**src/rtl/rv32i_types.sv**
```systemverilog
// Shared types for the memory-side blocks: line/beat geometry plus the
// arbiter state and owner encodings.
package rv32i_types;

  localparam int LINE_W = 256;
  localparam int BEAT_W = 64;
  localparam int BEATS  = 4;

  typedef enum logic [2:0] {
    IDLE,
    I_RD,
    D_RD,
    D_WR,
    DONE
  } pmem_arb_state_t;

  typedef enum logic {
    ICACHE,
    DCACHE
  } pmem_owner_t;

endpackage

```
**src/rtl/cacheline_adapter.sv**
```systemverilog
// Converts between 256-bit cache lines and four 64-bit memory beats.
// Holds the read reassembly buffer, the latched writeback line and the beat counter.
module cacheline_adapter
  import rv32i_types::*;
(
  input  logic              clk,
  input  logic              rst,
  input  logic              start_i,
  input  logic              load_w_i,
  input  logic [LINE_W-1:0] wline_i,
  input  logic              beat_en_i,
  input  logic              rd_en_i,
  input  logic [BEAT_W-1:0] rdata_i,
  output logic [LINE_W-1:0] line_o,
  output logic [BEAT_W-1:0] wdata_o,
  output logic              last_o
);

  logic [1:0]        beat_q;
  logic [LINE_W-1:0] rline_q;
  logic [LINE_W-1:0] wline_q;
  logic [7:0]        base;

  assign base = {beat_q, 6'b0};

  // The read buffer is only touched by read bursts, so the last line survives writebacks.
  always_ff @(posedge clk or posedge rst) begin
    if (rst) begin
      beat_q  <= 2'd0;
      rline_q <= '0;
      wline_q <= '0;
    end else if (start_i) begin
      beat_q <= 2'd0;
      if (load_w_i) wline_q <= wline_i;
    end else if (beat_en_i) begin
      beat_q <= beat_q + 2'd1;
      if (rd_en_i) rline_q[base +: BEAT_W] <= rdata_i;
    end
  end

  assign line_o  = rline_q;
  assign wdata_o = wline_q[base +: BEAT_W];
  assign last_o  = (beat_q == 2'(BEATS - 1));

endmodule

```
**src/rtl/pmem_arbiter.sv**
```systemverilog
// Arbitrates icache/dcache line misses onto the single burst memory port.
// Define PMEM_ARB_ROUND_ROBIN_EN for alternating grants on contention; otherwise dcache always wins.
module pmem_arbiter
  import rv32i_types::*;
(
  input  logic              clk,
  input  logic              rst,
  input  logic              i_read,
  input  logic [31:0]       i_address,
  output logic [LINE_W-1:0] i_rdata,
  output logic              i_resp,
  input  logic              d_read,
  input  logic              d_write,
  input  logic [31:0]       d_address,
  input  logic [LINE_W-1:0] d_wdata,
  output logic [LINE_W-1:0] d_rdata,
  output logic              d_resp,
  output logic              pmem_read,
  output logic              pmem_write,
  output logic [31:0]       pmem_address,
  output logic [BEAT_W-1:0] pmem_wdata,
  input  logic [BEAT_W-1:0] pmem_rdata,
  input  logic              pmem_resp
);

  pmem_arb_state_t state_q;
  pmem_owner_t     owner_q;
  logic [31:0]     addr_q;
  logic [31:0]     addr_d;
  logic            read_q, write_q, iresp_q, dresp_q;
  logic            d_req, grant, grant_d, start, active, rd_active, beat_en, last_beat;
  logic [LINE_W-1:0] line;

`ifdef PMEM_ARB_ROUND_ROBIN_EN
  pmem_owner_t rr_q;
`endif

  always_comb begin
    d_req   = d_read | d_write;
    grant   = d_req | i_read;
    grant_d = d_req;
`ifdef PMEM_ARB_ROUND_ROBIN_EN
    if (d_req && i_read) grant_d = (rr_q == DCACHE);
`endif
    addr_d  = (grant_d ? d_address : i_address) & ~32'h1F;
  end

  assign start     = (state_q == IDLE) && grant;
  assign rd_active = (state_q == I_RD) || (state_q == D_RD);
  assign active    = rd_active || (state_q == D_WR);
  assign beat_en   = active && pmem_resp;

  // Command and response strobes are registered so no request input reaches the pins combinationally.
  always_ff @(posedge clk or posedge rst) begin
    if (rst) begin
      state_q <= IDLE;
      owner_q <= ICACHE;
      addr_q  <= 32'h0;
      read_q  <= 1'b0;
      write_q <= 1'b0;
      iresp_q <= 1'b0;
      dresp_q <= 1'b0;
`ifdef PMEM_ARB_ROUND_ROBIN_EN
      rr_q    <= ICACHE;
`endif
    end else begin
      unique case (state_q)
        IDLE: begin
          if (grant) begin
            addr_q  <= addr_d;
            owner_q <= grant_d ? DCACHE : ICACHE;
            read_q  <= !(grant_d && d_write);
            write_q <= grant_d && d_write;
            state_q <= !grant_d ? I_RD : (d_write ? D_WR : D_RD);
`ifdef PMEM_ARB_ROUND_ROBIN_EN
            rr_q    <= grant_d ? ICACHE : DCACHE;
`endif
          end
        end
        I_RD, D_RD, D_WR: begin
          if (beat_en && last_beat) begin
            state_q <= DONE;
            read_q  <= 1'b0;
            write_q <= 1'b0;
            iresp_q <= (owner_q == ICACHE);
            dresp_q <= (owner_q == DCACHE);
          end
        end
        DONE: begin
          state_q <= IDLE;
          iresp_q <= 1'b0;
          dresp_q <= 1'b0;
        end
        default: state_q <= IDLE;
      endcase
    end
  end

  cacheline_adapter u_adapter (
    .clk       (clk),
    .rst       (rst),
    .start_i   (start),
    .load_w_i  (grant_d && d_write),
    .wline_i   (d_wdata),
    .beat_en_i (beat_en),
    .rd_en_i   (rd_active),
    .rdata_i   (pmem_rdata),
    .line_o    (line),
    .wdata_o   (pmem_wdata),
    .last_o    (last_beat)
  );

  assign pmem_read    = read_q;
  assign pmem_write   = write_q;
  assign pmem_address = addr_q;
  assign i_resp       = iresp_q;
  assign d_resp       = dresp_q;
  assign i_rdata      = line;
  assign d_rdata      = line;

endmodule

```
**config.mk**
```make
export PLATFORM = sky130hd
export DESIGN_NAME = pmem_arbiter
export DESIGN_NICKNAME = d
export VERILOG_FILES = /design/src/rtl/rv32i_types.sv /design/src/rtl/cacheline_adapter.sv /design/src/rtl/pmem_arbiter.sv
export SDC_FILE = /design/constraint.sdc
export NUM_CORES = 1
export LEC_CHECK = 0
export BUFFER_PORTS_ARGS = -buffer_cell sky130_fd_sc_hd__clkbuf_2
export CORE_AREA = 2 2 393 395
export DETAILED_ROUTE_END_ITERATION = 8
export DIE_AREA = 0 0 395 397
export SYNTH_ARGS = -nofsm -noshare
export SYNTH_HDL_FRONTEND = slang
export SYNTH_SLANG_ARGS = --single-unit
```
**constraint.sdc**
```tcl
create_clock -name clk -period 29 [get_ports clk]
set_input_delay 5.8 -clock clk [delete_from_list [all_inputs] [get_ports clk]]
set_output_delay 5.8 -clock clk [all_outputs]
set_load 0.02 [all_outputs]
```
==> results of run 1 <==
worst max-delay path, stage by stage, from the launching register on:
cell,delay (ns)
dfrtp_4,0.88
buf_4,0.79
mux4_2,0.64
clkbuf_2,0.26
sequential cells by signal (all words and copies together) (netlist names):
signal / count
d_resp: 1
i_resp: 1
owner_q: 1
pmem_address: 27
pmem_read: 1
pmem_write: 1
state_q: 3
u_adapter.beat_q: 2
u_adapter.line_o: 256
u_adapter.wline_q: 256
final timing paths:
kind,endpoint,cells after the start,slack (ns)
hold reg to reg,u_adapter.wline_q[5],1,0.50
hold / removal,u_adapter.wline_q[5],1,0.50
min in group asynchronous,u_adapter.wline_q[244],2,5.26
max in group asynchronous,u_adapter.wline_q[12],4,21.40
setup / recovery,pmem_wdata[54],3,19.86
setup reg to reg,u_adapter.line_o[18],6,25.20
Yosys cell counts (all sizes together):
| library cell | count | area, um^2 |
|---|---|---|
| conb | 1 | 3.75 |
| nor2b | 2 | 12.5 |
| mux4 | 64 | 1440 |
| o32ai | 1 | 8.76 |
| buf | 328 | 2500 |
| a2bb2oi | 1 | 8.76 |
| and3 | 2 | 12.5 |
| or3 | 1 | 6.26 |
| o22ai | 1 | 6.26 |
| nand2 | 259 | 972 |
| dfrtp | 549 | 13700 |
| o31ai | 1 | 7.51 |
| a22o | 2 | 17.5 |
| inv | 262 | 983 |
| nand3b | 1 | 7.51 |
| or2 | 2 | 12.5 |
| mux2i | 283 | 2830 |
| nor4b | 1 | 15.0 |
| o21a | 1 | 7.51 |
| mux2 | 257 | 2890 |
| clkbuf | 46 | 174 |
| ha | 5 | 62.6 |
| nor2 | 4 | 15.0 |
| nor3b | 3 | 22.5 |
| a21boi | 1 | 7.51 |
| a31oi | 2 | 12.5 |
| nand2b | 1 | 6.26 |
| a21oi | 2 | 10.0 |
| and3b | 1 | 8.76 |
| xor2 | 1 | 8.76 |
| nor3 | 1 | 5.00 |
| nand3 | 5 | 25.0 |
| o21ai | 60 | 300 |
metal layers:
metal | part of all wire, % | GRT usage (%) | vias to the layer above
met4 | 2.5 | 3.96 | 6
met5 | 0.037 | 0 | -
met3 | 12 | 7.29 | 133
li1 | - | - | 8215
met2 | 48 | 23.3 | 818
met1 | 38 | 16.3 | 9425
per-stage QoR:
| stage | hold slack, ns | cells | worst slack (ns) |
|---|---|---|---|
| CTS | 0.503 | 4955 | 19.69 |
| finish | 0.502 | 4957 | 19.86 |
| global placement | 0.485 | 4835 | 19.90 |
| detailed placement | 0.491 | 4835 | 19.89 |
| floorplan | 0.475 | 2155 | 7.85 |
| global route | 0.513 | 4956 | 19.61 |
cell families (layout without fill, tap and decap cells):
| family | Yosys count | in the layout | share of synthesized area, % |
|---|---|---|---|
| and+or+nand+nor | 283 | 283 | 4.29 |
| muxes | 604 | 604 | 27.4 |
| other | 1 | 7 | 0.0143 |
| adders and majority gates | 5 | 5 | 0.239 |
| xor gates and xnor gates | 1 | 1 | 0.0335 |
| DFF | 549 | 549 | 52.5 |
| AOI/OAI and AO/OA | 72 | 72 | 1.48 |
| buffers and inverters | 636 | 1392 | 14.0 |
final cells by class:
class                           count  area, um^2  share of cell area (%)
Clock inverter                     20         260                   0.776
Clock buffer                      100        2010                    5.98
Timing Repair Buffer             1010        5130                    15.3
Antenna cell                        2        5.00                  0.0149
Tap cell                         2044        2560                    7.62
Sequential cell                   549       13700                    41.0
Inverter                          262         991                    2.95
Multi-Input combinational cell    970        8850                    26.4
report_power, final:
part	internal (mW)	total, mW	switching (mW)	leakage (nW)
clock network	0.524	0.876	0.352	1.09
registers	1.11	1.41	0.297	6.88
logic	0.717	2.02	1.30	8.76
total	2.35	4.30	1.95	16.7
==> out/metrics.cfg, run 1 <==
[final_layout]
final_nets=3256
drive_above_1_share_pct=49.8
mostFrequentLayoutCell=clkbuf_2
fill_cells=16600
design_area_um2=33500
finish.utilization_pct=21.9
final_cell_mix=986 x clkbuf_2, 547 x dfrtp_1, 283 x mux2i_1
area_growth_pct=28.3

[clock_tree]
clock_latency_ns=0.66
cts_tree=yes
postCtsHoldBufs=0
cts-htree-levels=3
ctsRootBufferMaster=clkbuf_16
post_cts_buffers=0
cts_buffer_depth=3
cts_buffers=68
cts_sinks=549
clkTransAtPathRegs_ns=0.06
ctsResizeCount=0

[placed_design]
dpl_cell_area_um2=31300
gp_congestion=0.913
hpwlAfterDp_um=92200
io_buffer_count=986

[detailed_routing]
routed-via-count=18600
drt_iter0_drc=1143
drc=0
drt-total-wl_um=115000
antenna_left=0
drt_first_pass_iters=5
detail_route.vias_per_cell=3.75
wire_per_inst_um=23.2

[floorplanning]
ios=1002
rows=144
die_h_um=397
die_w_um=395
core-area_um2=153000
start_util_pct=17.1
dieArea_um2=157000

[synth]
syn_area_um2=26200
ys_ff_latch=549
ys_types=38
synth_seq_area_share_pct=52.5
ys_warn_count=0
avgSynthCellArea_um2=12.2
synthCells=2151

[power_and_ir_drop]
power.density_nw_per_um2=128
vdd_drop_max_uv=96.7
power_mw=4.30
p_leak_nw=16.7

[sta]
worst_slew_pin_slew_ns=1.04
fin_worst_skew_ns=0.0362
fin_crit_sh_pct=31.5
rsz0062_at_grt=no
finalCriticalPeriod_ns=9.14
slew_headroom_pct=30.4
hold_viol_final=0
fmax_mhz=109
setup_tns_ns=0
maxSlewViolCount=0
setup_viol=0

[global_route]
grt_max_degree=155
grt-ovfl-total=0
grt_pass1_wl_um=155000
antenna_found_initial=16
grtUsageTotal_pct=14.3
grt_pass1_vias=18700

[critical_path]
cp-start-kind=flip-flop
arrival_ns=3.34
r2r_start=u_adapter.beat_q[0]
worstPathRequired_ns=23.20
crit_path_end_kind=output pin
crit_path_start=u_adapter.beat_q[0]
path_class=flip-flop to output pin
crit_fanout=39

[outcome]
status=completed

[job]
max_cap_violations=0

[min_path]
worstHoldStart=u_adapter.wline_q[5]
hp-class=flip-flop to flip-flop

Power figures use the tool's default switching activity.
==> run 2, diff against run 1 <==
==> constraint.sdc (replaced) <==
create_clock -name clk -period 8.9 [get_ports clk]
set_input_delay 1.78 -clock clk [delete_from_list [all_inputs] [get_ports clk]]
set_output_delay 1.78 -clock clk [all_outputs]
set_load 0.02 [all_outputs]
==> out/metrics.cfg, run 2 (synthesized netlist as in run 1, its figures left out) <==
[placed_design]
gp_congestion=0.922  ; +1.0%
io_buffer_count=986  ; unchanged
preCtsSetupSlack_ns=4.33  ; -15.57 ns
hpwlAfterDp_um=90100  ; -2.3%

[power_and_ir_drop]
p_leak_nw=16.8  ; +0.55%
power.density_nw_per_um2=419  ; +230%
vdd_drop_max_uv=316  ; +230%

[sta]
hold_slack_ns=0.499  ; -0.00221 ns
worst_slack_ns=3.76  ; -16.10 ns
worst_slew_pin_slew_ns=1.09  ; +0.0453 ns
finalCriticalPeriod_ns=5.14
fin_crit_sh_pct=57.7
maxSlewViolCount=0  ; unchanged
fin_worst_skew_ns=0.0343  ; -0.00195 ns
fmax_mhz=195
hold_viol_final=0  ; unchanged
slew_headroom_pct=27.4  ; -3.0 points
setup_tns_ns=0  ; unchanged
rsz0062_at_grt=no
setup_viol=0  ; unchanged

[detailed_routing]
routed-via-count=18700  ; +0.65%
wire_per_inst_um=23.0  ; -1.1%
drt_iter0_drc=1061  ; -7.2%
drc=0  ; unchanged
antenna_left=0  ; unchanged
drt_first_pass_iters=5  ; unchanged
drt-total-wl_um=114000  ; -1.0%
detail_route.vias_per_cell=3.77  ; +0.52%

[critical_path]
crit_fanout=39  ; unchanged
arrival_ns=3.36  ; +0.02 ns
path_class=flip-flop to output pin
cp-start-kind=flip-flop
crit_path_end_kind=output pin
worstPathRequired_ns=7.12  ; -16.08 ns

[global_route]
grt-ovfl-total=0  ; unchanged
antenna_found_initial=14  ; -2
grt_pass1_vias=18600  ; -0.34%
grt_pass1_wl_um=155000  ; -0.37%
grt_max_degree=171  ; +10%
grtUsageTotal_pct=14.1  ; -0.15 points

[clock_tree]
cts_tree=yes
post_cts_buffers=0  ; unchanged
cts-htree-levels=3  ; unchanged
postCtsHoldBufs=0  ; unchanged
clkTransAtPathRegs_ns=0.06  ; about the same
cts_buffers=69  ; +1.5%
cts_sinks=549  ; unchanged
ctsResizeCount=0  ; unchanged
ctsRootBufferMaster=clkbuf_16
clock_latency_ns=0.68  ; +0.02 ns
cts_buffer_depth=3  ; unchanged

[floorplanning]
die_w_um=395  ; unchanged
core-area_um2=153000  ; unchanged
dieArea_um2=157000  ; unchanged
rows=144  ; unchanged
die_h_um=397  ; unchanged
start_util_pct=17.1  ; unchanged
ios=1002  ; unchanged

[final_layout]
final_nets=3256  ; unchanged
fill_cells=16600  ; -0.13%
drive_above_1_share_pct=50.2  ; +0.39 points
area_growth_pct=29.0
final_cell_mix=986 x clkbuf_2, 547 x dfrtp_1, 283 x mux2i_1
mostFrequentLayoutCell=clkbuf_2

[outcome]
status=completed

[min_path]
hp-class=flip-flop to flip-flop

[job]
max_cap_violations=0  ; unchanged

run 2: worst paths after layout:
check / slack [ns] / to / startpoint / cells past startpoint
hold / removal: 0.50 / u_adapter.wline_q[212] / u_adapter.wline_q[212] / 1
max in group asynchronous: 6.14 / u_adapter.wline_q[176] / rst / 4
min in group asynchronous: 1.29 / d_resp / rst / 3
setup / recovery: 3.76 / pmem_wdata[53] / u_adapter.beat_q[0] / 3
hold reg to reg: 0.50 / u_adapter.wline_q[212] / u_adapter.wline_q[212] / 1
setup reg to reg: 4.75 / u_adapter.line_o[23] / u_adapter.beat_q[0] / 7
run 2: power by group:
| group | total (mW) | leakage (nW) | internal, mW | switching (mW) |
|---|---|---|---|---|
| Clock | 2.98 | 1.18 | 1.73 | 1.25 |
| Combinational | 6.56 | 8.76 | 2.34 | 4.22 |
| Sequential | 4.59 | 6.88 | 3.61 | 0.979 |
run 2: final cells by class:
cell class                      instances  area (um^2)  share of cell area [%]
Antenna cell                            1         2.50                 0.00742
Clock buffer                           90         1930                    5.71
Clock inverter                         38          489                    1.45
Inverter                              262          987                    2.93
Multi-Input combinational cell        970         8850                    26.2
Sequential cell                       549        13700                    40.8
Tap cell                             2044         2560                    7.58
Timing Repair Buffer                 1009         5170                    15.3
run 2: metal layers:
layer / vias to the layer above / global-route usage [%] / share of wire, %
met5: - / 0 / 0.090
met4: 16 / 4.68 / 3.1
met3: 134 / 7.47 / 12
met2: 805 / 22.6 / 47
met1: 9542 / 16.1 / 38
li1: 8220 / - / -
run 2: per-stage QoR:
step	area, um^2	cells	util [%]	total power, mW
6_report	33700	4963	22.0	14.1
5_1_grt	33700	4963	22.0	14.9
4_1_cts	33700	4962	22.0	14.4
3_5_place_dp	31300	4834	20.5	11.4
3_3_place_gp	31300	4834	20.5	11.3
2_1_floorplan	26200	2155	-	8.84
run 2: worst max-delay path, stage by stage, from the launching register on:
cell      delay, ns
dfrtp_4        0.96
buf_4          0.69
mux4_2         0.65
clkbuf_2       0.26
